<file path="config.mk">
export PLATFORM = sky130hd
export DESIGN_NAME = ex_mem
export DESIGN_NICKNAME = d
export VERILOG_FILES = /design/src/rtl/ex_mem.sv
export SDC_FILE = /design/constraint.sdc
export NUM_CORES = 1
export LEC_CHECK = 0
export CORE_AREA = 2 2 189 191
export CTS_CLUSTER_DIAMETER = 200
export DETAILED_ROUTE_END_ITERATION = 6
export DIE_AREA = 0 0 191 193
export SYNTH_ARGS = -nofsm -noshare
export SYNTH_HDL_FRONTEND = slang
export SYNTH_SLANG_ARGS = --single-unit
</file>
<file path="constraint.sdc">
create_clock -name clk -period 1.3 [get_ports clk]
set_clock_uncertainty 0.15 [all_clocks]
set_input_delay 0.26 -clock clk [delete_from_list [all_inputs] [get_ports clk]]
set_output_delay 0.26 -clock clk [all_outputs]
set_load 0.1 [all_outputs]
</file>
<file path="src/rtl/ex_mem.sv">
// ============================================================================
// Module   : ex_mem
// Brief    : EX/MEM pipeline register with stall/flush handling and the
//            madd/msub HI/LO feedback latch (built only with EX_MEM_MADD_EN).
// Revision : 1.0 - initial release
// ============================================================================
`default_nettype none

module ex_mem (
    input  logic        clk,
    input  logic        rst,
    input  logic [5:0]  stall,
    input  logic        flush,

    input  logic [4:0]  ex_wd,
    input  logic        ex_wreg,
    input  logic [31:0] ex_wdata,
    input  logic        ex_whilo,
    input  logic [31:0] ex_hi,
    input  logic [31:0] ex_lo,
    input  logic [7:0]  ex_aluop,
    input  logic [31:0] ex_mem_addr,
    input  logic [31:0] ex_reg2,
    input  logic [63:0] hilo_i,
    input  logic [1:0]  cnt_i,

    output logic [4:0]  mem_wd,
    output logic        mem_wreg,
    output logic [31:0] mem_wdata,
    output logic        mem_whilo,
    output logic [31:0] mem_hi,
    output logic [31:0] mem_lo,
    output logic [7:0]  mem_aluop,
    output logic [31:0] mem_mem_addr,
    output logic [31:0] mem_reg2,
    output logic [63:0] hilo_o,
    output logic [1:0]  cnt_o
);

    localparam logic [7:0] C_EXE_NOP_OP = 8'h00;

    logic w_ex_stop;
    logic w_mem_stop;
    logic unused_stall_bits;

    assign w_ex_stop         = stall[3];
    assign w_mem_stop        = stall[4];
    assign unused_stall_bits = ^{stall[5], stall[2:0]};

    // Bubble when EX stops but MEM runs; full hold when both stop.
    always_ff @(posedge clk) begin
        if (rst || flush || (w_ex_stop && !w_mem_stop)) begin
            mem_wd       <= 5'd0;
            mem_wreg     <= 1'b0;
            mem_wdata    <= 32'd0;
            mem_whilo    <= 1'b0;
            mem_hi       <= 32'd0;
            mem_lo       <= 32'd0;
            mem_aluop    <= C_EXE_NOP_OP;
            mem_mem_addr <= 32'd0;
            mem_reg2     <= 32'd0;
        end else if (!w_ex_stop) begin
            mem_wd       <= ex_wd;
            mem_wreg     <= ex_wreg;
            mem_wdata    <= ex_wdata;
            mem_whilo    <= ex_whilo;
            mem_hi       <= ex_hi;
            mem_lo       <= ex_lo;
            mem_aluop    <= ex_aluop;
            mem_mem_addr <= ex_mem_addr;
            mem_reg2     <= ex_reg2;
        end
    end

`ifdef EX_MEM_MADD_EN
    // The partial product survives only while EX is stalled on the madd.
    always_ff @(posedge clk) begin
        if (rst || flush) begin
            hilo_o <= 64'd0;
            cnt_o  <= 2'd0;
        end else if (w_ex_stop) begin
            hilo_o <= hilo_i;
            cnt_o  <= cnt_i;
        end else begin
            hilo_o <= 64'd0;
            cnt_o  <= 2'd0;
        end
    end
`else
    logic unused_madd_inputs;

    assign unused_madd_inputs = ^{hilo_i, cnt_i};
    assign hilo_o             = 64'd0;
    assign cnt_o              = 2'd0;
`endif

endmodule

`default_nettype wire

</file>
After elaboration in Yosys (flattened, before gate mapping) --
Index checks and enable logic that the tools add are counted.
Storage, ports and cells: output and inout bits 241, logic and storage cells 13, input port bits 250, register bits after elaboration 175
Cells by class: reduce and logical (&&, ||, !) cells 4
Operators by type and width (number):
- $logic_or 1x1->1 | 2
- $logic_and 1x1->1 | 1
- $logic_not 1->1 | 1

Longest topological paths before layout --
depth after elaboration 3, mapped depth 6, gate-level depth less buffers 2

Worst setup path before layout --
No wires, ideal clock.
path type reg2reg, from register mem_reg2[31] (netlist name), to register mem_reg2[31], required time 1.079 ns, setup slack -0.140 ns, setup time 0.071 ns, stages on the path, launching flop included 3, path buffers 0, clock period less this slack 1.440 ns, arrival time 1.219 ns, cells stage by stage dfxtp_1 > nand3_1 > a21oi_1
RTL lines:
- end signal: assignment | RTL line 71 | mem_reg2 <= ex_reg2;
- end: declaration | RTL line 35 | output logic [31:0] mem_reg2,

Worst setup path after layout --
from register mem_aluop[5], to output mem_aluop[5]
RTL lines:
- start: declaration | RTL line 33 | output logic [7:0] mem_aluop,
- start signal: assignment | RTL line 69 | mem_aluop <= ex_aluop;
No word-level cell between the ends.

==> impl_metrics.csv <==
group,metric,value,unit
clock_tree,cts_buffer_depth,2,
global_route,grt_max_degree,83,
layout,final-seq-area,3730,µm²
sta,fin_ws,-0.104,ns
global_route,grt.total_usage,13.3,%
setup_path,rr_worst_depth,3,
layout,final_cells,1691,
die,ioPinCount,491,
setup_path,cp_slowest_stage_delay,0.37,ns
synthesis,synth.avg_cell_area,8.59,µm²
route,avgViaCountPerCell,4.14,
synthesis,syn-instance-count,846,
layout,syn2layout_area_growth,93.6,%
synthesis,synth_area,7270,µm²
route,drc,0,
sta,timing.setup.tns,-14.93,ns
synthesis,synth-seq-cells,175,
sta,hold_ws,0.138,ns
setup_path,end_kind,"output port",
setup_path,cp_data_arrival_time,0.99,ns
sta,grt_setup_unrepaired,"true",
sta,slew_viol_final,0,
die,num_rows,69,
placed_design,place_area,13200,µm²
setup_path,cpMaxStageDelayCell,"dfxtp_2",
setup_path,cp.required,0.89,ns
setup_path,worstPathMaxFanout,2,
sta,setup_viol,175,
sta,period_minus_slack,1.40,ns
pwr,p_per_area,1070,nW/µm²
die,dieWidth,191,µm
die,die_y,193,µm
sta,timing.final.crit_share,108,%
job,cap_violations,0,
layout,multiInputGateArea,3100,µm²
sta,hold_viol,0,
setup_path,crit_path_start_kind,"flip-flop",
route,drtIter0Drc,224,
synthesis,yosys_warnings,0,
outcome,status,"finished, violations left",
layout,nFillCells,3386,
pwr,clkPwrFrac,34.8,%
global_route,first_global_vias,6892,
pwr,swShare,34.2,%
layout,drive_above_1_share,37.3,%
sta,clock.fmax,0.712,GHz
route,wl_per_cell,14.8,µm
global_route,grt_pass1_wl,37700,µm
synthesis,ys_seq_area_share,48.2,%
layout,nNetsFinal,1467,
clock_tree,cts_sinks,175,
layout,finalInstanceArea,14100,µm²
placed_design,numPlacedInstances,1627,
die,die_area,36900,µm²
clock_tree,clk_pin_slew,0.08,ns
clock_tree,cts_htree_levels,4,
setup_path,worst-path-buf-inv,1,
outcome,violations,"setup timing",
pwr,seq_power_share,38.1,%
placed_design,pre_cts_slack,-0.357,ns
pwr,combPwrFrac,27.1,%
clock_tree,cts_inserted_buffers,17,
placed_design,place.gp.congestion,0.748,
setup_path,cp_cell_sequence,"buf_12",
die,initial_utilization,20.8,%
clock_tree,cts_root_buf,"clkbuf_16",
route,vias,6993,
setup_path,critPathTopFamily,"flip-flops",
pwr,leakage,5.27,nW
synthesis,ys_types,11,
route,firstDrtPassIters,6,
worst_hold_path,hold_class,"in2reg",
global_route,gr-total-overflow,0,
setup_path,critPathKind,"reg2out",
route,routed_wl,25100,µm
pwr,vdd_drop_max,0.890,mV
placed_design,dp_hpwl,18700,µm
setup_path,critical_path_depth,1,
placed_design,port_buffers,354,
pwr,intPower,9.88,mW
die,core_area,35000,µm²
pwr,switchingPower,5.12,mW
clock_tree,tritoncts,"yes",
route,antenna_left,0,
pwr,total_power,15.0,mW
layout,final_core_util,40.3,%
clock_tree,clk_latency,0.44,ns
worst_hold_path,hold_depth,4,
global_route,antenna_found_initial,1,
-- cells by family (layout without fill, tap and decap cells) --
| family | after synthesis | in the layout | share of synthesized area (%) |
|---|---|---|---|
| compound gates | 175 | 175 | 12.0 |
| buf+inv | 144 | 462 | 12.5 |
| flops | 175 | 175 | 48.2 |
| other cells | 1 | 67 | 0.0516 |
| simple gates | 351 | 351 | 27.2 |
-- timing repair --
item,in CTS,in global routing
endpoints found under the hold margin,1,0
pin swaps,0,0
hold buffers,1,0
setup buffers,8,23
gates cloned,0,0
endpoints found under the setup margin,175,175
resized for setup,0,4
-- registers in the layout (all words and copies together) (netlist names) --
signal and flops:
mem_aluop 8, mem_hi 32, mem_lo 32, mem_mem_addr 32, mem_reg2 32, mem_wd 5, mem_wdata 32, mem_whilo 1
mem_wreg 1
-- placed cells by master (no fill, tap or decap) --
cell / synthesis / final
inv_6: 0 / 3
bufinv_16: 0 / 2
diode_2: 0 / 1
buf_4: 77 / 60
clkbuf_16: 0 / 17
clkinvlp_4: 0 / 3
clkdlybuf4s50_1: 0 / 177
clkinv_4: 0 / 2
buf_6: 4 / 1
clkinv_2: 0 / 2
a21oi_1: 175 / 175
conb_1: 1 / 66
clkbuf_8: 0 / 2
dlygate4sd3_1: 0 / 1
buf_12: 0 / 191
dfxtp_2: 0 / 171
nand2b_1: 175 / 175
nand3_1: 175 / 175
dfxtp_4: 0 / 4
clkbuf_1: 21 / 1
or2_4: 0 / 1
-- path summary, 6_finish.rpt --
path                            slack [ns]                 startpoint                   endpoint
worst max-delay path                 -0.10  mem_aluop[5]$_SDFFE_PP0N_               mem_aluop[5]
worst min-delay path                  0.14                   stall[4]    mem_hi[15]$_SDFFE_PP0N_
worst max register to register        0.38  mem_wdata[2]$_SDFFE_PP0N_  mem_wdata[2]$_SDFFE_PP0N_
worst min register to register        0.34  mem_reg2[31]$_SDFFE_PP0N_  mem_reg2[31]$_SDFFE_PP0N_
-- synth_stat cells --
cell / n / area (µm²)
a21oi_1: 175 / 876
dfxtp_1: 175 / 3500
nand2b_1: 175 / 1090
nand3_1: 175 / 876
buf_4: 77 / 578
buf_2: 41 / 205
clkbuf_1: 21 / 78.8
buf_6: 4 / 45.0
buf_1: 1 / 3.75
conb_1: 1 / 3.75
or2_1: 1 / 6.26
-- final cells by class --
class | instances | area share [%]
Clock buffer | 19 | 3.15
Tap cell | 461 | 4.10
Antenna cell | 1 | 0.0178
Sequential cell | 175 | 26.5
Timing Repair Buffer | 431 | 43.2
Multi-Input combinational cell | 592 | 22.0
Clock inverter | 12 | 0.969
-- power groups by stage --
stage	combinational, mW	clock (mW)	sequential [mW]
floorplan	1.57	0	6.89
global placement	4.03	0	5.84
detailed placement	4.04	0	5.84
CTS	4.06	5.44	5.72
global route	4.23	5.65	5.73
finish	4.07	5.22	5.71
-- layer usage --
layer	GRT usage, %	wire (µm)
met1	13.9	9380
met2	23.4	12800
met5	0	0
met4	4.32	419
met3	6.46	2530
No activity file was read; power rests on OpenSTA's default activity.
